--- config.mk ---
export PLATFORM = sky130hd
export DESIGN_NAME = tile_stream_manager
export DESIGN_NICKNAME = d
export VERILOG_FILES = /design/src/rtl/tile_stream_manager.sv
export SDC_FILE = /design/constraint.sdc
export NUM_CORES = 1
export LEC_CHECK = 0
export BUFFER_PORTS_ARGS = -buffer_cell sky130_fd_sc_hd__buf_2
export CORE_MARGIN = 2
export CORE_UTILIZATION = 56
export DETAILED_ROUTE_END_ITERATION = 10
export HOLD_SLACK_MARGIN = 0.12
export PLACE_DENSITY = 0.76
export SLEW_MARGIN = 20
export SYNTH_ARGS = -nofsm -noshare
export SYNTH_HDL_FRONTEND = slang
export SYNTH_SLANG_ARGS = --single-unit
--- constraint.sdc ---
create_clock -name clock -period 8.1 [get_ports clock]
set_clock_uncertainty 0.2 [all_clocks]
set_input_delay 1.62 -clock clock [delete_from_list [all_inputs] [get_ports clock]]
set_output_delay 1.62 -clock clock [all_outputs]
set_load 0.05 [all_outputs]
--- src/rtl/tile_stream_manager.sv ---
// tile_stream_manager
//   Streams a square IMG_DIM x IMG_DIM image out of single-port vector memory
//   as non-overlapping TILE x TILE tiles in raster order. The newest tile goes
//   live on its lane straight from memory. The other NUM_LANES-1 lanes replay
//   the previous tiles from per-lane caches. Beats pass through a 2-entry skid
//   buffer with valid/ready handshake.
//
//   Optional feature macro: TILE_STREAM_WRAP_EN. When defined, the tile
//   counter wraps after the last tile and streaming never ends, so done
//   stays 0. When undefined, the block drains and then raises done.
//
// Ports
//   clock, clear          : clock; synchronous active-high reset
//   en                    : run enable; 0 pauses issue, state held
//   mem_rdata             : read data, valid one cycle after mem_enable
//   mem_addr, mem_enable  : registered read address / strobe
//   mem_write             : tied 0
//   out_ready, out_valid  : beat handshake
//   out_data              : lane j at [j*DATA_W +: DATA_W]
//   out_lane_valid        : lanes holding a loaded tile
//   out_elem_index        : element index inside the tile
//   out_tile_index        : tile currently live
//   out_last_elem         : beat is the last element of its tile
//   done                  : all tiles streamed

// One lane: tile cache plus the mux between live data and replay.
module tile_stream_lane #(
  parameter int DATA_W = 16,
  parameter int NE     = 9,
  parameter int EW     = 4
) (
  input  logic              clock,
  input  logic              clear,
  input  logic              i_live,
  input  logic              i_last,
  input  logic [EW-1:0]     i_elem,
  input  logic [DATA_W-1:0] i_wdata,
  output logic [DATA_W-1:0] o_data,
  output logic              o_cached
);
  logic [DATA_W-1:0] r_cache [NE];
  logic              r_cached;

  // Cache contents survive clear; only the valid bit is reset.
  always_ff @(posedge clock)
    if (!clear && i_live) r_cache[i_elem] <= i_wdata;

  always_ff @(posedge clock) begin
    if (clear)                 r_cached <= 1'b0;
    else if (i_live && i_last) r_cached <= 1'b1;
  end

  assign o_data   = i_live ? i_wdata : (r_cached ? r_cache[i_elem] : '0);
  assign o_cached = r_cached;
endmodule

module tile_stream_manager #(
  parameter int DATA_W    = 16,
  parameter int IMG_DIM   = 12,
  parameter int TILE      = 3,
  parameter int NUM_LANES = 4,
  parameter int ADDR_W    = 9
) (
  input  logic                                               clock,
  input  logic                                               clear,
  input  logic                                               en,
  input  logic [DATA_W-1:0]                                  mem_rdata,
  output logic [ADDR_W-1:0]                                  mem_addr,
  output logic                                               mem_enable,
  output logic                                               mem_write,
  input  logic                                               out_ready,
  output logic                                               out_valid,
  output logic [NUM_LANES*DATA_W-1:0]                        out_data,
  output logic [NUM_LANES-1:0]                               out_lane_valid,
  output logic [$clog2(TILE*TILE)-1:0]                       out_elem_index,
  output logic [$clog2((IMG_DIM/TILE)*(IMG_DIM/TILE))-1:0]   out_tile_index,
  output logic                                               out_last_elem,
  output logic                                               done
);
  localparam int TPR = IMG_DIM / TILE;
  localparam int T   = TPR * TPR;
  localparam int NE  = TILE * TILE;
  localparam int EW  = $clog2(NE);
  localparam int TW  = $clog2(T);
  localparam int LW  = (NUM_LANES > 1) ? $clog2(NUM_LANES) : 1;
  localparam int CW  = (TILE > 1) ? $clog2(TILE) : 1;
  localparam int PW  = (TPR > 1) ? $clog2(TPR) : 1;

  localparam logic [EW-1:0]     LAST_E    = EW'(NE - 1);
  localparam logic [TW-1:0]     LAST_T    = TW'(T - 1);
  localparam logic [CW-1:0]     LAST_C    = CW'(TILE - 1);
  localparam logic [PW-1:0]     LAST_TC   = PW'(TPR - 1);
  localparam logic [LW-1:0]     LAST_L    = LW'(NUM_LANES - 1);
  localparam logic [ADDR_W-1:0] ROW_STEP  = ADDR_W'(IMG_DIM);
  localparam logic [ADDR_W-1:0] TILE_STEP = ADDR_W'(TILE);
  localparam logic [ADDR_W-1:0] BAND_STEP = ADDR_W'(TILE * IMG_DIM);

`ifdef TILE_STREAM_WRAP_EN
  localparam bit STOP_AT_END = 1'b0;
`else
  localparam bit STOP_AT_END = 1'b1;
`endif

  typedef enum logic [1:0] {S_IDLE, S_RUN, S_DRAIN, S_DONE} state_t;

  typedef struct packed {
    logic [NUM_LANES*DATA_W-1:0] data;
    logic [NUM_LANES-1:0]        mask;
    logic [EW-1:0]               elem;
    logic [TW-1:0]               tile;
    logic                        last;
  } beat_t;

  state_t r_state, w_state_nxt;

  // Issue-side address generation: nested counters plus base accumulators.
  logic [CW-1:0]     r_ec, r_er;
  logic [EW-1:0]     r_e;
  logic [PW-1:0]     r_tc;
  logic [TW-1:0]     r_t;
  logic [LW-1:0]     r_lane;
  logic [ADDR_W-1:0] r_row_base, r_tile_base, r_band_base, r_mem_addr;

  // [0]: read on the memory port, [1]: its data on mem_rdata.
  logic [1:0]        r_vld_pipe;
  logic [EW-1:0]     r_m0_elem, r_m1_elem;
  logic [TW-1:0]     r_m0_tile, r_m1_tile;
  logic [LW-1:0]     r_m0_lane, r_m1_lane;
  logic              r_m0_last, r_m1_last;

  beat_t             r_buf [2];
  logic              r_wp, r_rp;
  logic [1:0]        r_cnt;

  logic [ADDR_W-1:0]                   w_addr;
  logic [2:0]                          w_load;
  logic                                w_issue, w_end_elem, w_end_tile;
  logic                                w_push, w_pop;
  logic [NUM_LANES-1:0][DATA_W-1:0]    w_lane_data;
  logic [NUM_LANES-1:0]                w_cached, w_mask;
  beat_t                               w_beat, w_head;

  assign w_addr     = r_row_base + ADDR_W'(r_ec);
  assign w_end_elem = (r_e == LAST_E);
  assign w_end_tile = w_end_elem && (r_t == LAST_T);
  // Buffered beats plus reads still in flight never exceed the 2 skid slots.
  assign w_load     = 3'(r_cnt) + 3'(r_vld_pipe[0]) + 3'(r_vld_pipe[1]);
  assign w_issue    = (r_state == S_RUN) && en && (w_load < 3'd2);

  always_ff @(posedge clock) begin
    if (clear) begin
      r_ec        <= '0;
      r_er        <= '0;
      r_e         <= '0;
      r_tc        <= '0;
      r_t         <= '0;
      r_lane      <= '0;
      r_row_base  <= '0;
      r_tile_base <= '0;
      r_band_base <= '0;
      r_mem_addr  <= '0;
      r_vld_pipe  <= '0;
      r_m0_elem   <= '0;
      r_m0_tile   <= '0;
      r_m0_lane   <= '0;
      r_m0_last   <= 1'b0;
      r_m1_elem   <= '0;
      r_m1_tile   <= '0;
      r_m1_lane   <= '0;
      r_m1_last   <= 1'b0;
    end else begin
      r_vld_pipe <= {r_vld_pipe[0], w_issue};
      r_m1_elem  <= r_m0_elem;
      r_m1_tile  <= r_m0_tile;
      r_m1_lane  <= r_m0_lane;
      r_m1_last  <= r_m0_last;
      if (w_issue) begin
        r_mem_addr <= w_addr;
        r_m0_elem  <= r_e;
        r_m0_tile  <= r_t;
        r_m0_lane  <= r_lane;
        r_m0_last  <= w_end_elem;
        r_e        <= w_end_elem ? '0 : r_e + 1'b1;
        if (r_ec != LAST_C) begin
          r_ec <= r_ec + 1'b1;
        end else begin
          r_ec <= '0;
          if (r_er != LAST_C) begin
            r_er       <= r_er + 1'b1;
            r_row_base <= r_row_base + ROW_STEP;
          end else begin
            r_er   <= '0;
            r_lane <= (r_lane == LAST_L) ? '0 : r_lane + 1'b1;
            if (r_t == LAST_T) begin
              // Back to tile 0; only reused when wrapping is enabled.
              r_t         <= '0;
              r_tc        <= '0;
              r_band_base <= '0;
              r_tile_base <= '0;
              r_row_base  <= '0;
            end else if (r_tc != LAST_TC) begin
              r_t         <= r_t + 1'b1;
              r_tc        <= r_tc + 1'b1;
              r_tile_base <= r_tile_base + TILE_STEP;
              r_row_base  <= r_tile_base + TILE_STEP;
            end else begin
              r_t         <= r_t + 1'b1;
              r_tc        <= '0;
              r_band_base <= r_band_base + BAND_STEP;
              r_tile_base <= r_band_base + BAND_STEP;
              r_row_base  <= r_band_base + BAND_STEP;
            end
          end
        end
      end
    end
  end

  assign mem_addr   = r_mem_addr;
  assign mem_enable = r_vld_pipe[0];
  assign mem_write  = 1'b0;

  for (genvar j = 0; j < NUM_LANES; j++) begin : g_lane
    logic w_live_lane;
    assign w_live_lane = (r_m1_lane == LW'(j));
    tile_stream_lane #(.DATA_W(DATA_W), .NE(NE), .EW(EW)) u_lane (
      .clock    (clock),
      .clear    (clear),
      .i_live   (r_vld_pipe[1] && w_live_lane),
      .i_last   (r_m1_last),
      .i_elem   (r_m1_elem),
      .i_wdata  (mem_rdata),
      .o_data   (w_lane_data[j]),
      .o_cached (w_cached[j])
    );
    assign w_mask[j] = w_cached[j] | w_live_lane;
  end

  always_comb begin
    w_beat      = '0;
    w_beat.data = w_lane_data;
    w_beat.mask = w_mask;
    w_beat.elem = r_m1_elem;
    w_beat.tile = r_m1_tile;
    w_beat.last = r_m1_last;
  end

  // Skid buffer: 2-entry FIFO, head presented on out_*.
  assign w_push = r_vld_pipe[1];
  assign w_pop  = out_valid && out_ready;

  always_ff @(posedge clock)
    if (!clear && w_push) r_buf[r_wp] <= w_beat;

  always_ff @(posedge clock) begin
    if (clear) begin
      r_wp  <= 1'b0;
      r_rp  <= 1'b0;
      r_cnt <= '0;
    end else begin
      if (w_push) r_wp <= ~r_wp;
      if (w_pop)  r_rp <= ~r_rp;
      r_cnt <= r_cnt + 2'(w_push) - 2'(w_pop);
    end
  end

  assign w_head         = r_buf[r_rp];
  assign out_valid      = (r_cnt != 2'd0);
  assign out_data       = out_valid ? w_head.data : '0;
  assign out_lane_valid = out_valid ? w_head.mask : '0;
  assign out_elem_index = out_valid ? w_head.elem : '0;
  assign out_tile_index = out_valid ? w_head.tile : '0;
  assign out_last_elem  = out_valid && w_head.last;

  always_ff @(posedge clock) begin
    if (clear) r_state <= S_IDLE;
    else       r_state <= w_state_nxt;
  end

  always_comb begin
    w_state_nxt = r_state;
    case (r_state)
      S_IDLE:  if (en) w_state_nxt = S_RUN;
      S_RUN:   if (STOP_AT_END && w_issue && w_end_tile) w_state_nxt = S_DRAIN;
      S_DRAIN: if (r_cnt == 2'd0 && r_vld_pipe == 2'b00) w_state_nxt = S_DONE;
      S_DONE:  w_state_nxt = S_DONE;
      default: w_state_nxt = S_IDLE;
    endcase
  end

  assign done = (r_state == S_DONE);
endmodule

======== After elaboration in Yosys (flattened, before gate mapping) ========
Memory sizes are Yosys's and may differ from the RTL's. A register that Yosys moved wholly into a read port is not among the register bits.
Cells that the tools add are included.
storage, ports and cells
  memory bits (writable) .................. 730
  bits in registers ....................... 86
  input port bits ......................... 20
  memories kept ........................... 5
operators by class
  add/sub/neg operators ................... 14
  magnitude comparators ................... 1
  mux-type cells .......................... 44
  bitwise gates (word level) .............. 8
  equal/unequal tests ..................... 16
  reductions and logical operators ........ 30
memory list
  memory                    words  width  rd ports  clocked after Yosys merged registers in  write ports  RTL line  source
  r_buf                     2      77     1         1                                        1            131       beat_t r_buf [2];
  g_lane[0].u_lane.r_cache  9      16     1         1                                        1            41        logic [DATA_W-1:0] r_cache [NE];
  g_lane[1].u_lane.r_cache  9      16     1         1                                        1            41
  g_lane[2].u_lane.r_cache  9      16     1         1                                        1            41
  g_lane[3].u_lane.r_cache  9      16     1         1                                        1            41
operator list
  cell                                                  number
  2-to-1 mux 16 bit                                     8
  2-to-1 mux 64 bit                                     1
  2-to-1 mux 9 bit                                      5
  2-to-1 mux 4 bit                                      9
  logical AND 1 bit                                     20
  2-to-1 mux 2 bit                                      8
  2-to-1 mux 1 bit                                      12
  inequality test 2 bit (second input constant)         6
  equality test 2 bit (second input constant)           5
  adder 9 x 2 -> 9 bit                                  1
  adder 9 x 2 -> 9 bit (second input constant)          1
  adder 9 x 4 -> 9 bit (second input constant)          1
  adder 9 x 6 -> 9 bit (second input constant)          1
  adder 2 x 1 -> 2 bit (second input constant)          4
  adder 4 x 1 -> 4 bit (second input constant)          2
  equality test 4 bit (second input constant)           2
  zero test 2 bit                                       4
  case mux 2 bit (4 select lines)                       1
  AND reduction 3 bit                                   2
  equality test 2 x 1 -> 1 bit (second input constant)  2
  NOT 1 bit                                             4
  OR 1 bit                                              4
  AND reduction 4 bit                                   1
  adder 2 x 1 -> 3 bit                                  1
  other kinds (8)                                       8

======== Depth between registers and ports, before layout ========
Gate-level depths: netlist of the first run.
  word-level depth ........................ 7
  depth in mapped cells ................... 9

======== Cells and area by module ========
From an unflattened synthesis of the first run, not the netlist that was laid out.
second synthesis, totals
  cell total of the unflattened synthesis .. 2171
  area total of the unflattened synthesis .. 33169.3 um^2
by module, submodules not included
  module                                   times used  seq. area each (um^2)  area each (um^2)  cells each
  tile_stream_lane (g_lane[0].u_lane ...)  3           4344.2                 5929.4            354
  tile_stream_manager                      1           6246.0                 9476.6            755
  tile_stream_lane (g_lane[1].u_lane)      1           4344.2                 5904.4            354

======== Least setup slack after synthesis of the first run ========
No wires, ideal clock.
  kind .................................... input -> register
  start ................................... in clear
  end ..................................... mem r_buf[0][0] (netlist name) (enable)
  setup slack ............................. -384 ps
  cell stages on the path ................. 3
  data arrival time ....................... 7661 ps
  data required time ...................... 7277 ps
  buffers on the path ..................... 2
  cell sequence ........................... clkbuf_1 buf_1 nor3b_1
on the way
  word-level cells in the longest chain between the ends .. 4
RTL lines
  item                                    RTL line  source
  start, declared                         65        input logic clear,
  zero test 1 bit                         253       if (!clear && w_push) r_buf[r_wp] <= w_beat;
  logical AND 1 bit                       253
  2-to-1 mux 1 bit                        253
  2-to-1 mux 1 bit (implied by the code)  253
  end, declared                           131
No other way between the ends.

==> qor.csv, run 1 <==
metric,value,unit
CTS tree,built,
CTS buffer count,78,
fin cells,2807,
final wirelength,69300,um
CP Launch Type,flip-flop,
Mapped Area,32400,um2
sequential element share of the synthesized area,72.9,%
Synth Warn #,0,
Post-CTS Setup Inserts,0,
CP endpoint kind,output port,
predominant post-synthesis flop cell,edfxtp_1,
power per cell area,264,nW/um2
Synth top cells by count,"edfxtp_1, nor2_1, mux2i_1",
Die H,245,um
Initial Util,56.4,%
Post-synth EDFFs,730,
Rows,88,
Yosys top cell area share,67.6,%
Vias,17100,
post-synth net total,1890,
First DRT Iteration DRCs,1590,
max_slew headroom,23.3,%
number of vias per cell,6.08,
period utilization,59.1,%
CORE AREA,57500,um2
layout cells sized above 1,23.2,%
RSZ-0062 raised after global routing,no,
most numerous cell in the Yosys netlist,edfxtp_1,
max-capacitance violation count,0,
num ports,110,
worst skew pair latency,0.62,ns
Synth area leader,edfxtp_1,
iteration count of the initial detailed-routing pass,7,
ant diodes,0,
"flops & latches, synth",815,
placed cells,2671,
first-pass GRT wire length,104000,um
Post-Syn Area per Cell,17.5,um2
Max clock buf depth,3,
final setup TNS,0,ns
status,completed,
leakage,11.5,nW
Post-layout nets,2021,
clock root cell,clkbuf_16,
post-CTS resize count,0,
"Slew Viols, Final",0,
FMAX,209,MHz
Syn Inst Count,1855,
GP Congestion,0.833,
Final Worst Setup Slack,3.31,ns
CTS Hold Buffers Added,0,
"Async S/R FF share, synth",0,%
Worst Path Required,6.28,ns
DP Wirelength,38500,um
IO buf count,108,
Worst-Margin Slew,1.15,ns
vias in the first global route,17200,
"antenna viol nets, final",0,
Hold Path Class,flip-flop to flip-flop,
DRC Markers,0,
final-report setup violation count,0,
crit-path max FO,45,
Final Hold Slack,0.241,ns
fin util,63.0,%
unique cell type count in the Yosys netlist,59,
flop2flop setup slack,4.50,ns
pre-CTS WS,3.82,ns
largest net degree at the start of global routing,86,
worst vdd ir,0.190,mV
register clock-pin slew on the reported worst setup and hold paths,0.06,ns
antenna violations before repair,0,
final hold viol count,0,
CTS HTree Levels,3,
design area,36200,um2
min Tclk post-route,4.79,ns
Die W,245,um
Area Overhead vs Synth,11.7,%
die area,59800,um2
GRT Resource Usage Total,23.4,%
Pwr Total,9.56,mW
post-detailed-route wirelength per cell,24.7,um
GRT overflow,0,
synth top area cells,"edfxtp_1, mux4_2, dfxtp_1",
"Cell Area, Placed",33900,um2
Setup Crit Path Kind,flip-flop to output port,
CP arrival,2.97,ns
total clock sinks,815,
-- cells in the final DEF, fill, tap and decap left out, types with 54 or more instances in the layout --
| cell type | count |
|---|---|
| buf_4 | 54 |
| o31ai_1 | 64 |
| mux4_2 | 128 |
| buf_2 | 108 |
| mux2_2 | 66 |
| edfxtp_1 | 730 |
| nand2_1 | 124 |
| clkbuf_16 | 81 |
| mux2i_1 | 144 |
| nor2_1 | 150 |
| dfxtp_1 | 80 |
-- critical path: stages (launching register included) --
cell and delay (ns):
dfxtp_4 0.88, buf_4 0.65, mux2i_1 0.19, nor2_1 0.23, buf_2 0.31
-- layer usage --
metal | global-route usage [%] | routed length (um) | vias up
li1 | - | - | 7512
met3 | 3.18 | 4480 | 116
met4 | 9.11 | 1960 | 0
met5 | 0 | 0 | -
met1 | 31.4 | 27600 | 8781
met2 | 39.3 | 35200 | 656
-- where the power goes --
group,internal (mW),switching [mW],total (mW)
combinational,0.393,1.11,1.50
sequential,4.60,0.0783,4.68
clock,1.91,1.48,3.39
-- state kept, by name (all words and copies together), names as in the netlist, 7 cells and up, named ones only --
name and cells:
mem_addr 9, r_tile_base 9, g_lane.u_lane.r_cache 576, r_band_base 7, r_buf 154, r_row_base 9
-- area by class of cell --
class / count / area [um2]
repair buffers: 162 / 946
well taps: 765 / 957
fillers: 3929 / 21300
multi-input cells: 905 / 8220
clock buffers: 99 / 2110
flip-flops and latches: 815 / 23600
clock inverters: 37 / 239
inverters: 24 / 90.1
-- path summary, 6_finish.rpt --
path,startpoint,to,depth (start not counted)
setup / recovery,flip-flop,out_data[1],4
hold / removal,r_m1_tile[3],r_buf[1][4],0
setup reg to reg,r_m1_elem[1],r_buf[0][49],5
hold reg to reg,r_m1_tile[3],r_buf[1][4],0
-- cells by family (layout without fill, tap and decap cells) --
logic type	count (synthesis)	in the layout	share of synthesized area, %
flip-flops	815	815	72.9
AND/OR/NAND/NOR	361	361	4.84
multiplexers	338	338	15.6
AO/OA/AOI/OAI	166	166	3.52
buffers and inverters	135	322	1.88
XOR/XNOR	24	24	0.648
adder cells (fa/ha/maj)	15	15	0.602
other	1	1	0.0116
Note: power is estimated with default switching activity, not from simulation.
==> run 2: changes to the inputs <==
--- a/config.mk
+++ b/config.mk
@@ -5,6 +5,7 @@
 export SDC_FILE = /design/constraint.sdc
 export NUM_CORES = 1
 export LEC_CHECK = 0
+export ABC_AREA = 1
 export BUFFER_PORTS_ARGS = -buffer_cell sky130_fd_sc_hd__buf_2
 export CORE_MARGIN = 2
 export CORE_UTILIZATION = 56
==> constraint.sdc (replaced) <==
create_clock -name clock -period 4.3 [get_ports clock]
set_clock_uncertainty 0.2 [all_clocks]
set_input_delay 0.86 -clock clock [delete_from_list [all_inputs] [get_ports clock]]
set_output_delay 0.86 -clock clock [all_outputs]
set_load 0.05 [all_outputs]
==> run 2 against run 1 <==
Total power is 87% higher. Flip-flop and latch count unchanged. Clock-buffer cell count is 6 higher. Combinational power up 57%. Via count grew 26%. Synthesized cell count increased by 49%. Non-clock buffer count grew 14. Clock power grew 100%. Worst hold slack worse by 0.018 ns. Routed wire length grew 13%. Die area decreased by 0.82%. Critical path depth increased by 1. Largest cell class unchanged.
==> qor.csv, run 2 <==
metric,value,unit,change
CP max stage delay,0.52,ns,-0.36 ns
RSZ-0062 raised after global routing,no,,
simple-gate share of the synthesized area,19.9,%,+15 points
CTS tree,built,,
WHS Path Cells,2,,+2
register clock-pin slew on the reported worst setup and hold paths,0.06,ns,about the same
Post-layout nets,2925,,+45%
max_slew headroom,29.6,%,+6.2 points
crit-path cells,inv_2 -> buf_4 -> nand2_1 -> a21oi_1 -> buf_2,,
xor and xnor fraction of the mapped netlist area,0.245,%,-0.40 points
clock root cell,clkbuf_16,,
worst reg2reg path depth,5,,unchanged
final-report setup violation count,0,,unchanged
CP endpoint kind,output port,,
CORE AREA,56600,um2,-1.5%
"Async S/R FF share, synth",0,%,unchanged
Syn Inst Count,2759,,+49%
Setup Crit Path Kind,flip-flop to output port,,
Top reg by flops,g_lane.u_lane.r_cache,,
Hold Path Class,flip-flop to flip-flop,,
design area,36200,um2,about the same
Synth Area in Adders,0.607,%,+0.0050 points
Post-synth EDFFs,730,,unchanged
CP arrival,2.70,ns,-0.27 ns
Mapped Area,32100,um2,-0.83%
Initial Util,56.8,%,+0.39 points
main combinational cell family by area after synthesis,simple AND/OR/NAND/NOR gates,,
CTS Hold Buffers Added,0,,unchanged
FMAX,266,MHz,
final hold viol count,0,,unchanged
"flops & latches, synth",815,,unchanged
Synth Area in Compound Gates,2.81,%,-0.71 points
Post-CTS Setup Inserts,0,,unchanged
Synth area leader,edfxtp_1,,
post-synth net total,2794,,+48%
post-detailed-route wirelength per cell,21.2,um,-14%
vias in the first global route,21300,,+24%
number of vias per cell,5.79,,-4.8%
first-pass GRT wire length,120000,um,+15%
DP Wirelength,44400,um,+15%
antenna violations before repair,0,,unchanged
GRT overflow,0,,unchanged
"Cell Area, Placed",33700,um2,-0.59%
Synth Warn #,0,,unchanged
layout cells sized above 1,11.2,%,-12 points
leakage,13.1,nW,+14%
Final Hold Slack,0.222,ns,-0.0181 ns
DRC Markers,0,,unchanged
Die H,244,um,-0.41%
CP max-delay cell,dfxtp_2,,
max reg flops,576,,unchanged
Max clock buf depth,3,,unchanged
Yosys top cell area share,68.2,%,+0.57 points
"Slew Viols, Final",0,,unchanged
iteration count of the initial detailed-routing pass,6,,-1
GP Congestion,0.852,,+2.2%
min Tclk post-route,3.76,ns,
IO buf count,108,,unchanged
final setup TNS,0,ns,unchanged
Worst Path Required,3.24,ns,-3.04 ns
First DRT Iteration DRCs,2210,,+39%
Post-Syn Area per Cell,11.7,um2,-33%
Pwr Total,17.9,mW,+87%
multiplexer share of the synthesized area,0,%,-16 points
die area,59300,um2,-0.82%
Vias,21500,,+26%
most frequent cells in the layout,"nand2_1, edfxtp_1, nand4_1, a21oi_1, nand3_1",,
CTS buffer count,79,,+1.3%
period utilization,87.5,%,
sequential element share of the synthesized area,73.5,%,+0.61 points
worst skew pair latency,0.63,ns,about the same
"most common cell after layout, fill and taps aside",nand2_1,,
CP Launch Type,flip-flop,,
max-capacitance violation count,0,,unchanged
unique cell type count in the Yosys netlist,44,,-25%
most numerous cell in the Yosys netlist,nand2_1,,
worst vdd ir,0.368,mV,+94%
placed cells,3565,,+33%
total clock sinks,815,,unchanged
final wirelength,78600,um,+13%
fin cells,3708,,+32%
Die W,244,um,-0.41%
Synth top cells by count,"nand2_1, edfxtp_1, nand4_1",,
"antenna viol nets, final",0,,unchanged
crit-path max FO,41,,-8.9%
Rows,87,,-1.1%
synth top area cells,"edfxtp_1, nand2_1, dfxtp_1",,
predominant post-synthesis flop cell,edfxtp_1,,
status,completed,,
Worst-Margin Slew,1.05,ns,-0.0961 ns
biggest regs,"g_lane.u_lane.r_cache x576, r_buf x154",,
num ports,110,,unchanged
power per cell area,494,nW/um2,+87%
GRT Resource Usage Total,26.5,%,+3.1 points
Area Overhead vs Synth,12.6,%,
CTS HTree Levels,3,,unchanged
post-CTS resize count,0,,unchanged
largest net degree at the start of global routing,66,,-23%
## run 2: path summary, 6_finish.rpt
kind / startpoint / endpoint / slack, ns
max: flip-flop / out_data[42] / 0.54
min: r_m0_tile[3] / r_m1_tile[3] / 0.22
max reg2reg: r_vld_pipe[1] / g_lane[3].u_lane.r_cache[6][13] / 1.41
min reg2reg: r_m0_tile[3] / r_m1_tile[3] / 0.22
## run 2: cell type report
| cell class | count | area, um2 |
|---|---|---|
| clock inverters | 37 | 348 |
| fillers | 4010 | 20400 |
| repair buffers | 176 | 1110 |
| flip-flops and latches | 815 | 23600 |
| clock buffers | 105 | 2200 |
| diodes | 1 | 2.50 |
| inverters | 86 | 325 |
| well taps | 756 | 946 |
| multi-input cells | 1732 | 7640 |
## run 2: per-layer routing
| metal | track usage, % | part of all wire [%] | vias up |
|---|---|---|---|
| met3 | 3.93 | 8.5 | 175 |
| met4 | 11.3 | 3.4 | 0 |
| met5 | 0 | 0 | - |
| met2 | 45.2 | 50 | 1071 |
| li1 | - | - | 9765 |
| met1 | 34.1 | 38 | 10500 |
## run 2: critical path, delay by kind of cell (launching register included)
family	cells	cell delay, ns
AOI/OAI and AO/OA	1	0.19
buffers and inverters	3	1.17
DFF	1	0.52
and+or+nand+nor	1	0.14
## run 2: logic make-up (layout without fill, tap and decap cells)
logic type	count (synthesis)	in the layout
AOI/OAI and AO/OA	167	167
xor gates and xnor gates	9	9
adders and majority gates	15	15
buffers and inverters	212	404
DFF	815	815
other	1	2
and+or+nand+nor	1540	1540
## run 2: through the flow
step	setup slack, ns	utilization [%]
after global routing	0.367	64.0
final	0.537	64.0
after global placement	1.35	59.4
after detailed placement	1.23	59.4
after CTS	0.496	64.0
after floorplan	-0.849	-
## run 2: where the power goes
part           total, mW  leakage [nW]  switching (mW)  internal [mW]
sequential          8.71          7.29          0.0649           8.65
combinational       2.35          4.52            1.90          0.455
clock               6.83          1.26            2.86           3.96
total               17.9          13.1            4.82           13.1
